--- src/rtl/muldiv_unit.sv ---
// Iterative radix-2 multiply/divide unit that owns the HI/LO register pair.
// Signed operations run on magnitudes; signs are reapplied in one fix-up cycle.
module muldiv_unit #(
    parameter int WIDTH = 32
) (
    input  logic             clock,
    input  logic             reset,
    input  logic             start,
    input  logic [1:0]       op,
    input  logic [WIDTH-1:0] a,
    input  logic [WIDTH-1:0] b,
    input  logic             flush,
    input  logic             hi_we,
    input  logic             lo_we,
    input  logic [WIDTH-1:0] wdata,
    output logic             busy,
    output logic             done,
    output logic             div_zero,
    output logic [WIDTH-1:0] hi,
    output logic [WIDTH-1:0] lo
);
    localparam int CW = $clog2(WIDTH);
    localparam logic [CW-1:0] LAST_STEP = CW'(WIDTH - 1);

    typedef enum logic [1:0] {
        IDLE = 2'd0,
        CALC = 2'd1,
        FIX  = 2'd2
    } state_t;

    state_t             state_r, state_s;
    logic [CW-1:0]      cnt_r, cnt_s;
    logic               is_div_r, is_div_s;
    logic               neg_q_r, neg_q_s;
    logic               neg_r_r, neg_r_s;
    logic               b_zero_r, b_zero_s;
    logic [WIDTH-1:0]   a_raw_r, a_raw_s;
    logic [WIDTH-1:0]   opnd_r, opnd_s;
    logic [2*WIDTH-1:0] acc_r, acc_s;
    logic [WIDTH-1:0]   hi_r, hi_s;
    logic [WIDTH-1:0]   lo_r, lo_s;
    logic               busy_r, busy_s;
    logic               done_r, done_s;
    logic               div_zero_r, div_zero_s;

    logic               a_neg_s, b_neg_s;
    logic [WIDTH-1:0]   a_abs_s, b_abs_s;
    logic [WIDTH:0]     mul_sum_s;
    logic [2*WIDTH-1:0] mul_step_s;
    logic [WIDTH:0]     div_sh_s;
    logic [WIDTH-1:0]   div_diff_s;
    logic [2*WIDTH-1:0] div_step_s;
    logic [2*WIDTH-1:0] prod_s;
    logic [WIDTH-1:0]   quo_s, rem_s;

    assign a_neg_s = ~op[0] & a[WIDTH-1];
    assign b_neg_s = ~op[0] & b[WIDTH-1];
    assign a_abs_s = a_neg_s ? ({WIDTH{1'b0}} - a) : a;
    assign b_abs_s = b_neg_s ? ({WIDTH{1'b0}} - b) : b;

    // Multiply: {acc_hi, multiplier} shifts right, adding the multiplicand on a set LSB.
    assign mul_sum_s  = {1'b0, acc_r[2*WIDTH-1:WIDTH]} + {1'b0, opnd_r};
    assign mul_step_s = acc_r[0] ? {mul_sum_s, acc_r[WIDTH-1:1]}
                                 : {1'b0, acc_r[2*WIDTH-1:1]};

    // Divide: {remainder, dividend/quotient} shifts left; restore when the trial subtract underflows.
    assign div_sh_s   = acc_r[2*WIDTH-1:WIDTH-1];
    assign div_diff_s = div_sh_s[WIDTH-1:0] - opnd_r;
    assign div_step_s = (div_sh_s >= {1'b0, opnd_r})
                        ? {div_diff_s, acc_r[WIDTH-2:0], 1'b1}
                        : {div_sh_s[WIDTH-1:0], acc_r[WIDTH-2:0], 1'b0};

    assign prod_s = neg_q_r ? ({(2*WIDTH){1'b0}} - acc_r) : acc_r;
    assign quo_s  = neg_q_r ? ({WIDTH{1'b0}} - acc_r[WIDTH-1:0]) : acc_r[WIDTH-1:0];
    assign rem_s  = neg_r_r ? ({WIDTH{1'b0}} - acc_r[2*WIDTH-1:WIDTH]) : acc_r[2*WIDTH-1:WIDTH];

    // Next-state and next-register computation for the IDLE/CALC/FIX sequencer.
    always_comb begin
        state_s    = state_r;
        cnt_s      = cnt_r;
        is_div_s   = is_div_r;
        neg_q_s    = neg_q_r;
        neg_r_s    = neg_r_r;
        b_zero_s   = b_zero_r;
        a_raw_s    = a_raw_r;
        opnd_s     = opnd_r;
        acc_s      = acc_r;
        hi_s       = hi_r;
        lo_s       = lo_r;
        done_s     = 1'b0;
        div_zero_s = 1'b0;
        case (state_r)
            IDLE: begin
                if (hi_we) hi_s = wdata; else hi_s = hi_r;
                if (lo_we) lo_s = wdata; else lo_s = lo_r;
                if (start && !flush) begin
                    state_s  = CALC;
                    cnt_s    = {CW{1'b0}};
                    is_div_s = op[1];
                    neg_q_s  = a_neg_s ^ b_neg_s;
                    neg_r_s  = a_neg_s;
                    b_zero_s = (b == {WIDTH{1'b0}});
                    a_raw_s  = a;
                    if (op[1]) begin
                        opnd_s = b_abs_s;
                        acc_s  = {{WIDTH{1'b0}}, a_abs_s};
                    end else begin
                        opnd_s = a_abs_s;
                        acc_s  = {{WIDTH{1'b0}}, b_abs_s};
                    end
                end else begin
                    state_s = IDLE;
                end
            end
            CALC: begin
                if (flush) begin
                    state_s = IDLE;
                end else begin
                    if (is_div_r) acc_s = div_step_s; else acc_s = mul_step_s;
                    cnt_s = cnt_r + CW'(1);
                    if (cnt_r == LAST_STEP) state_s = FIX; else state_s = CALC;
                end
            end
            FIX: begin
                state_s = IDLE;
                if (flush) begin
                    done_s = 1'b0;
                end else begin
                    done_s = 1'b1;
                    if (!is_div_r) begin
                        hi_s = prod_s[2*WIDTH-1:WIDTH];
                        lo_s = prod_s[WIDTH-1:0];
                    end else if (b_zero_r) begin
                        hi_s       = a_raw_r;
                        lo_s       = {WIDTH{1'b1}};
                        div_zero_s = 1'b1;
                    end else begin
                        hi_s = rem_s;
                        lo_s = quo_s;
                    end
                end
            end
            default: state_s = IDLE;
        endcase
        busy_s = (state_s != IDLE);
    end

    // State, datapath and output registers.
    always_ff @(posedge clock or negedge reset) begin
        if (!reset) begin
            state_r    <= IDLE;
            cnt_r      <= {CW{1'b0}};
            is_div_r   <= 1'b0;
            neg_q_r    <= 1'b0;
            neg_r_r    <= 1'b0;
            b_zero_r   <= 1'b0;
            a_raw_r    <= {WIDTH{1'b0}};
            opnd_r     <= {WIDTH{1'b0}};
            acc_r      <= {(2*WIDTH){1'b0}};
            hi_r       <= {WIDTH{1'b0}};
            lo_r       <= {WIDTH{1'b0}};
            busy_r     <= 1'b0;
            done_r     <= 1'b0;
            div_zero_r <= 1'b0;
        end else begin
            state_r    <= state_s;
            cnt_r      <= cnt_s;
            is_div_r   <= is_div_s;
            neg_q_r    <= neg_q_s;
            neg_r_r    <= neg_r_s;
            b_zero_r   <= b_zero_s;
            a_raw_r    <= a_raw_s;
            opnd_r     <= opnd_s;
            acc_r      <= acc_s;
            hi_r       <= hi_s;
            lo_r       <= lo_s;
            busy_r     <= busy_s;
            done_r     <= done_s;
            div_zero_r <= div_zero_s;
        end
    end

    assign busy     = busy_r;
    assign done     = done_r;
    assign div_zero = div_zero_r;
    assign hi       = hi_r;
    assign lo       = lo_r;
endmodule

--- config.mk ---
export PLATFORM = sky130hd
export DESIGN_NAME = muldiv_unit
export DESIGN_NICKNAME = d
export VERILOG_FILES = /design/src/rtl/muldiv_unit.sv
export SDC_FILE = /design/constraint.sdc
export NUM_CORES = 1
export LEC_CHECK = 0
export BUFFER_PORTS_ARGS = -buffer_cell sky130_fd_sc_hd__buf_4
export CAP_MARGIN = 30
export CORE_UTILIZATION = 46
export DETAILED_ROUTE_END_ITERATION = 6
export HOLD_SLACK_MARGIN = 0.15
export PLACE_DENSITY = 0.75
export SLEW_MARGIN = 20
export SYNTH_ARGS = -nofsm -noshare
export SYNTH_HDL_FRONTEND = slang
export SYNTH_SLANG_ARGS = --single-unit
--- constraint.sdc ---
create_clock -name clock -period 7.7 [get_ports clock]
set_clock_uncertainty 0.2 [all_clocks]
set_input_delay 0.385 -clock clock [delete_from_list [all_inputs] [get_ports clock]]
set_output_delay 0.385 -clock clock [all_outputs]
set_load 0.02 [all_outputs]
# Yosys cells after proc, flatten, opt, wreduce, memory -nomap -nowiden
# Index checks and enable logic that the tools add are counted.
[word_totals]
out_inout_bits = 67
inputBits = 104
elab_cells = 82
ff_bits = 206
[classes]
addsub = 8
magnitude_cmp = 1
muxes = 36
n_reduce_logical = 11
bitwise_logic = 4
n_eq_ne = 8
[ops]
columns = ["op", "count"]
rows = [
  ["32-bit 2-to-1 mux", 14],
  ["64-bit 2-to-1 mux", 6],
  ["32-bit one-hot mux with 2 select lines", 2],
  ["64-bit one-hot mux with 2 select lines", 1],
  ["1-bit by 32-bit subtractor with 32-bit output, first input constant", 4],
  ["1-bit by 64-bit subtractor with 64-bit output, first input constant", 1],
  ["32-bit by 32-bit adder with 33-bit output", 1],
  ["33-bit by 32-bit >= comparator with 1-bit output", 1],
  ["32-bit logical NOT", 1],
  ["32-bit subtractor", 1],
  ["5-bit 2-to-1 mux", 2],
  ["2-bit inequality test, second input constant", 5],
  ["5-bit one-hot mux with 2 select lines", 1],
  ["3-bit AND reduction", 3],
  ["1-bit 2-to-1 mux", 7],
  ["2-bit nonzero test", 3],
  ["5-bit by 1-bit adder with 5-bit output, second input constant", 1],
  ["5-bit == test, second input constant", 1],
  ["2-bit 2-to-1 mux", 2],
  ["2-bit one-hot mux with 2 select lines", 1],
  ["1-bit bitwise AND", 2],
  ["2-bit by 1-bit == test with 1-bit output, second input constant", 1],
  ["2-bit == test, second input constant", 1],
  ["2-bit logical NOT", 1],
  ["5 further kinds", 5],
]

# Longest topological paths before layout
# Gate-level depths: netlist of run 1.
[depth]
ltp_word = 6
mapped_depth = 14
mapped_depth_nobuf = 13

# Worst setup path before layout of run 1
# OpenSTA, ideal clock, no wires.
[synth_path]
path_kind = "reg-to-reg"
startpoint = "reg acc_r[58]"
endpoint = "reg acc_r[55]"
path_slack_ps = 4131
period_less_slack_ps = 3569
n_path_buf = 3
setup_time_ps = 122
required_ps = 7378
path_stages_with_launch = 13
arrival_ps = 3247
path_cell_list = "dfrtp_1 ha_1 clkbuf_1 and3_1 nand2_1 or4_1 a31oi_1 o2111ai_1 nand2_1 buf_2 clkbuf_1 nand3_1 a32o_1"
[synth_via]
elab_chain_len = 5
[synth_lines]
columns = ["element", "line_no", "source"]
rows = [
  ["start: declaration", "39", "logic [2*WIDTH-1:0] acc_r, acc_s;"],
  ["start signal: assignment", "159", "acc_r <= {(2*WIDTH){1'b0}};"],
  ["start signal: assignment", "174", "acc_r <= acc_s;"],
  ["33-bit by 32-bit >= comparator with 1-bit output", "69", "assign div_step_s = (div_sh_s >= {1'b0, opnd_r})"],
  ["64-bit 2-to-1 mux", "70", "? {div_diff_s, acc_r[WIDTH-2:0], 1'b1}"],
  ["64-bit 2-to-1 mux", "119", "if (is_div_r) acc_s = div_step_s; else acc_s = mul_step_s;"],
  ["64-bit 2-to-1 mux", "116", "if (flush) begin"],
  ["64-bit one-hot mux with 2 select lines", "92", "case (state_r)"],
]
# No other way between the ends. The select of a mux whose other input is x is not followed.
# A chain may end at the register's enable or synchronous reset.

# Worst setup path after layout of run 1
[layout_path]
startpoint = "reg acc_r[47]"
endpoint = "reg acc_r[53]"
[layout_via]
elab_chain_len = 5
word_cells_on_any_way = 8
classes_between = "add/sub (2); order compare (1); mux (5)"
[layout_lines]
columns = ["element", "line_no", "source"]
rows = [
  ["32-bit by 32-bit adder with 33-bit output, or another cell as far along", "62", "assign mul_sum_s = {1'b0, acc_r[2*WIDTH-1:WIDTH]} + {1'b0, opnd_r};"],
  ["64-bit 2-to-1 mux, on equally long branches", "63, 70", ""],
  ["64-bit 2-to-1 mux (*)", "119", ""],
  ["64-bit 2-to-1 mux (*)", "116", ""],
  ["64-bit one-hot mux with 2 select lines (*)", "92", ""],
]
# Mark *: on every way between the ends. The rest lies on a longest branch, timed or not. The select of a mux whose other input is x is not followed.

==> results of run 1 <==
==> per-layer routing <==
layer / vias to the layer above / global-route usage (%) / part of all wire (%)
li1: 8542 / - / -
met3: 193 / 9.032 / 11
met2: 1103 / 53.76 / 43
met4: 2 / 16.08 / 5.0
met5: - / 0 / 0.015
met1: 8975 / 49.36 / 41
==> cell usage after synthesis, types with 5 or more instances <==
master,number,share of area (%)
a211oi_1,21,0.90
a21boi_0,6,0.26
a21o_1,31,1.3
a21oi_1,197,5.6
a221o_1,5,0.29
a221oi_1,10,0.50
a22oi_1,7,0.30
a31oi_1,28,1.0
and2_1,7,0.25
and3_1,17,0.61
buf_1,14,0.30
clkbuf_1,158,3.4
dfrtp_1,206,29
ha_1,70,5.0
inv_1,70,1.5
mux2_2,10,0.64
mux2i_1,63,3.6
nand2_1,320,6.8
nand2b_1,23,0.82
nand3_1,44,1.3
nand3b_1,5,0.21
nand4_1,21,0.75
nor2_1,176,3.8
nor2b_1,12,0.43
nor3_1,47,1.3
nor4_1,21,0.75
nor4b_1,5,0.25
o2111ai_1,8,0.40
o211ai_1,22,0.94
o21a_1,10,0.43
o21ai_0,229,6.5
o21bai_1,6,0.26
o221ai_1,19,0.95
o22a_1,6,0.30
o22ai_1,40,1.4
o311ai_0,5,0.25
o31ai_1,39,1.7
o41ai_1,14,0.70
or2_2,13,0.46
or3_1,32,1.1
or4_1,15,0.64
xnor2_1,118,5.9
xor2_1,75,3.7
==> per-stage QoR <==
step | std cells | area [um^2] | hold WS (ps)
4_1_cts | 2955 | 20700 | 162.9
3_5_place_dp | 2835 | 19060 | 249.5
5_1_grt | 2958 | 20790 | 192.5
6_report | 2961 | 20790 | 170.6
2_1_floorplan | 2303 | 17540 | -110.6
3_3_place_gp | 2832 | 19000 | 244.2
==> kinds of logic (layout without fill, tap and decap cells) <==
family,after synthesis,in the layout,share of synthesized area (%)
XOR/XNOR,193,193,9.638
buffers and inverters,250,394,5.422
AND/OR/NAND/NOR,775,775,20.43
adder cells (fa/ha/maj),72,72,5.222
multiplexers,73,73,4.238
AO/OA/AOI/OAI,734,734,25.66
other,0,3,0
flip-flops,206,206,29.39
==> sequential cells by signal, indices dropped and copies added, names as in the netlist <==
name / cells
lo: 32
state_r: 2
a_raw_r: 32
is_div_r: 1
done: 1
acc_r: 64
b_zero_r: 1
cnt_r: 5
neg_r_r: 1
hi: 32
opnd_r: 32
div_zero: 1
busy: 1
neg_q_r: 1
==> how the worst min path moves through the flow <==
stage	depth (start not counted)	endpoint	start
6_report	4	acc_r[2]	start
5_1_grt	3	acc_r[29]	b[29]
4_1_cts	4	opnd_r[10]	b[10]
3_5_place_dp	1	hi[31]	reset
3_3_place_gp	1	hi[31]	reset
2_1_floorplan	0	a_raw_r[0]	reset
==> worst max-delay path, cell delays in order, from the launching register on <==
cell and delay [ps]:
dfrtp_1 560, ha_1 550, nand3_1 230, nor4_1 320, nand4_1 130, or3_1 380, and2_0 470, nand2_1 450
buf_4 330, mux2_2 370, a221o_1 320
==> cell type report <==
cell class	instances	area (um^2)
multi-input cells	1847	11450
repair buffers	277	2371
well taps	511	639.4
clock inverters	9	163.9
flip-flops and latches	206	5161
fillers	3537	16780
diodes	3	7.507
clock buffers	35	723.2
inverters	73	274.0
==> power groups by stage <==
stage / clock, mW / sequential, mW / combinational [mW]
after global placement: 0 / 1.85 / 3.86
after global routing: 1.35 / 1.90 / 4.37
after detailed placement: 0 / 1.86 / 3.87
after floorplan: 0 / 1.61 / 2.88
final: 1.30 / 1.87 / 4.04
after CTS: 1.30 / 1.84 / 3.93
==> key figures, run 1 <==
Placement
  • Place WS: around 3400 ps
  • HPWL reported at the end of detailed placement: 53200 um
  • Port bufs: 170
  • Final GP Congestion: 1.020

STA
  • Setup Viol. Count Final: 0
  • Hold Violations, Final: 0
  • Worst-Margin Slew: 953.2 ps
  • Setup ws final: between 3000 and 4000 ps
  • Period utilisation layout: a little under three fifths
  • RSZ-0062 raised after global routing: no
  • Rel. slew slack: 36.32%
  • Total negative setup slack: 0 ps
  • Fin. max-slew vios: 0
  • Peak Freq: between 200 and 250 MHz
  • Minimum clock period: roughly 4400 ps

Floorplan
  • Die width: around 200 um
  • Core area: ~38000 um^2
  • # rows: 71
  • Die area: 38910 um^2
  • Initial Util: 46.67%
  • I/O pin total: 171
  • Chip height: between 150 and 200 um

GRT
  • Total GRT Usage: 36.16%
  • Initial antenna violation count: 8
  • Number of global-route vias before repair: 17590
  • First-pass GRT wire length: roughly 110000 um
  • Gr ovfl total: 0
  • Largest net degree at the start of global routing: roughly 110

Logic synthesis
  • Top FF cell, synth: dfrtp_1
  • Post-synthesis net count: around 2500
  • Post-synth cell types: 77
  • Seq/Total Area, Yosys: 29.39%
  • Synth Instances: 2303
  • Async set or reset register ratio after synthesis: 100.0%
  • Synth Cell Area: 17540 um^2
  • Synthesis Warnings: 0
  • EDFF count, synth: 0
  • Syn avg cell area: about 7.6 um^2
  • #FFs+latches synth: 206

Power
  • Clock share of power: 18.1%
  • Switching fraction of total power: 48.60%
  • Seq pwr share: about a quarter
  • Cell internal pwr: 3.706 mW
  • Leak: 9.007 nW
  • Combinational power share: 56.0%
  • VDD IR max: 0.0001729 V
  • Pwr Density: 346.8 nW/um^2
  • Net Sw Power: 3.505 mW
  • Final Power: between 7 and 8 mW

Detailed routing
  • Post-route ant nets: 0
  • Total Routed Length: 71440 um
  • Wirelength per Cell: roughly 24 um
  • DR vias: 18820
  • DRC Markers: 1
  • Via/cell ratio: 6.354
  • First-pass iteration count of the detailed router: 7
  • Starting DRC count in detailed routing: 2087

Worst setup path
  • Reg-to-reg critical path endpoint: acc_r[53]
  • Element type at the critical path start: flop
  • Max FO, Critical Path: 14
  • R2r startpoint: acc_r[47]
  • Crit path DAT: roughly 4700 ps
  • Worst EP required: 7930 ps
  • Worst reg-to-reg setup slack: 3270 ps
  • FF-to-FF path depth: 10
  • Setup CP Type: flop to flop
  • CP Launch Point: acc_r[47]
  • Nature of the critical path endpoint: flop
  • Critical Path End: acc_r[53]

Job
  • # Max-Cap Violations: 0

Run status
  • Status: complete, but fails checks
  • Failing checks: DRC

Layout
  • Commonest non-fill, non-tap cell in the layout: nand2_1
  • Final net count: roughly 2600
  • Commonest non-fill, non-tap cells in the layout: 320 x nand2_1, 229 x o21ai_0, 203 x dfrtp_1, 196 x a21oi_1, 194 x buf_4
  • Share of layout cells above drive strength 1: 11.61%
  • Area grow syn2layout: 18.57%
  • Fin util: a little under three fifths

Clock network
  • Total CTS buffers: 25
  • Clock Sinks: 206
  • Post-CTS Setup Bufs: 0
  • CTS root buffer: clkbuf_16
  • Cts hold-fix bufs: 76
  • Clock Pin Slew Worst Setup and Hold Paths: about 60 ps
  • Clk buf depth: 3
  • H-tree depth: 1
  • Clk_lat worst skew: 570 ps
  • CTS resizes: 0
  • CTS tree: done

Worst hold path
  • Hold Crit Class: primary input to flop
Note: power is estimated with default switching activity, not from simulation.
==> inputs of run 2 (changes only) <==
Settings changed: PLACE_DENSITY 0.75 to 0.77.
Clock period 7.7 ns to 3.8 ns, I/O delays scaled along.
==> key figures, run 2 (synthesis results as in run 1) <==
GRT
  • Total GRT Usage: 37.73% (+1.6 points)
  • Largest net degree at the start of global routing: 86 (-25%)
  • Gr ovfl total: 0 (unchanged)
  • First-pass GRT wire length: 111700 um (+4.0%)
  • Initial antenna violation count: 1 (-7)
  • Number of global-route vias before repair: 18560 (+5.5%)

Detailed routing
  • Total Routed Length: 74450 um (+4.2%)
  • Post-route ant nets: 0 (unchanged)
  • DRC Markers: 0 (-1)
  • First-pass iteration count of the detailed router: 6 (-1)
  • Via/cell ratio: 6.298 (-0.88%)
  • Starting DRC count in detailed routing: 2335 (+12%)
  • Wirelength per Cell: 24.15 um (about the same)
  • DR vias: 19420 (+3.2%)

Worst hold path
  • Hold Crit Class: primary input to flop

Layout
  • Area grow syn2layout: 23.86%
  • Commonest non-fill, non-tap cells in the layout: 320 x nand2_1, 278 x buf_4, 228 x o21ai_0, 202 x dfrtp_1, 196 x a21oi_1
  • Non-Filler Cell Area, Final: 21720 um^2 (+4.5%)
  • Largest register FFs: 64 (unchanged)
  • Fin util: 57.81% (+2.5 points)
  • Register area: 5162 um^2 (about the same)
  • Fill cells: 3368 (-4.8%)
  • Multi-input logic area: 11500 um^2 (+0.38%)
  • Reg with most FFs: acc_r
  • Commonest non-fill, non-tap cell in the layout: nand2_1
  • Final net count: 2728 (+4.7%)
  • Share of layout cells above drive strength 1: 14.56% (+3.0 points)

Clock network
  • Total CTS buffers: 25 (unchanged)
  • Clk buf depth: 3 (unchanged)
  • CTS root buffer: clkbuf_16
  • Clk_lat worst skew: 590 ps (+20 ps)
  • Clock Pin Slew Worst Setup and Hold Paths: 60 ps (about the same)
  • CTS tree: done
  • Clock Sinks: 206 (unchanged)
  • H-tree depth: 1 (unchanged)

Worst setup path
  • Setup CP Type: flop to flop
  • Max FO, Critical Path: 7 (-7)
  • Worst EP required: 4060 ps (-3870 ps)
  • Slowest cell on the critical path: dfrtp_1
  • Crit path DAT: 3990 ps (-670 ps)
  • Crit path largest cell delay: 490 ps (-70 ps)
  • Nature of the critical path endpoint: flop
  • Element type at the critical path start: flop
  • Critical-path cell list: ha_1 -> nand2_1 -> or4_1 -> a211oi_1 -> buf_4 -> a311o_1 -> a221o_1 -> nand4_1 -> mux2i_1 -> nor2_1 -> nor4_1
  • Worst reg-to-reg setup slack: 70 ps (-3200 ps)

Floorplan
  • # rows: 71 (unchanged)
  • Core area: 37580 um^2 (unchanged)
  • Die area: 38910 um^2 (unchanged)
  • I/O pin total: 171 (unchanged)
  • Chip height: 197.3 um (unchanged)
  • Initial Util: 46.67% (unchanged)
  • Die width: 197.3 um (unchanged)

Placement
  • Port bufs: 170 (unchanged)
  • Final GP Congestion: 0.9888 (-3.0%)
  • Placed Area: 19670 um^2 (+3.2%)
  • Place WS: 167.5 ps (-3220 ps)
  • HPWL reported at the end of detailed placement: 55130 um (+3.6%)

Power
  • Pwr Density: 688.2 nW/um^2 (+98%)
  • VDD IR max: 0.0004135 V (+140%)
  • Leak: 9.514 nW (+5.6%)

STA
  • Setup ws final: 73.45 ps (-3197 ps)
  • Period utilisation layout: 98.07% (+41 points)
  • Hold Violations, Final: 0 (unchanged)
  • Peak Freq: 268.3 MHz (+19%)
  • Fin. max-slew vios: 0 (unchanged)
  • Minimum clock period: 3727 ps (-702.8 ps)
  • Setup Viol. Count Final: 0 (unchanged)
  • Worst-Margin Slew: 841.9 ps (-111.3 ps)
  • Total negative setup slack: 0 ps (unchanged)
  • RSZ-0062 raised after global routing: no
  • Rel. slew slack: 43.87% (+7.6 points)

Run status
  • Status: finished clean

Job
  • # Max-Cap Violations: 0 (unchanged)
[run 2: power breakdown]
part | leakage [nW] | internal (mW) | switching (mW) | total [mW]
Clock | 0.390 | 1.35 | 1.05 | 2.40
Combinational | 6.60 | 3.64 | 5.48 | 9.12
Sequential | 2.53 | 2.72 | 0.714 | 3.43
Total | 9.51 | 7.70 | 7.25 | 14.9
[run 2: worst max-delay path: cells and delay by family, from the launching register on]
family	cells	cell delay, ps
adder cells (fa/ha/maj)	1	460
buffers and inverters	1	190
AO/OA/AOI/OAI	3	780
AND/OR/NAND/NOR	5	1250
multiplexers	1	230
flip-flops	1	490
[run 2: final timing paths]
path | startpoint | end | cells past startpoint
setup reg to reg | opnd_r[16] | acc_r[60] | 11
max in group asynchronous | reset | opnd_r[20] | 4
setup / recovery | opnd_r[16] | acc_r[60] | 11
min in group asynchronous | reset | hi[20] | 4
hold / removal | a[12] | a_raw_r[12] | 4
hold reg to reg | lo[19] | lo[19] | 2
[run 2: what timing repair did]
action                                 CTS  global route
setup endpoints to repair                0            19
hold buffers                           116             1
endpoints found under the hold margin  365             4
buffers inserted                         0             0
resized for setup                        0            11
[run 2: per-stage QoR]
stage,total power [mW],hold slack [ps],instances
after detailed placement,12.04,67.96,2918
after global placement,11.92,67.72,2918
after CTS,14.57,180.0,3078
after global routing,15.77,211.3,3080
final,14.95,195.8,3083
after floorplan,9.086,-305.6,2303
[run 2: routing by layer]
layer,GRT usage (%),wire length (um),vias to the layer above
met5,0,13,-
met3,7.393,7633,228
met1,51.34,30730,9267
met2,57.21,32130,1148
li1,-,-,8772
met4,18.23,3944,2
[run 2: cell type report]
cell class                      count  share of cell area, %
Multi-Input combinational cell   1847                  52.93
Sequential cell                   206                  23.77
Timing Repair Buffer              399                  15.40
Clock buffer                       37                  3.410
Tap cell                          511                  2.943
Inverter                           73                  1.261
Clock inverter                      7                 0.2534
Antenna cell                        3                0.03456
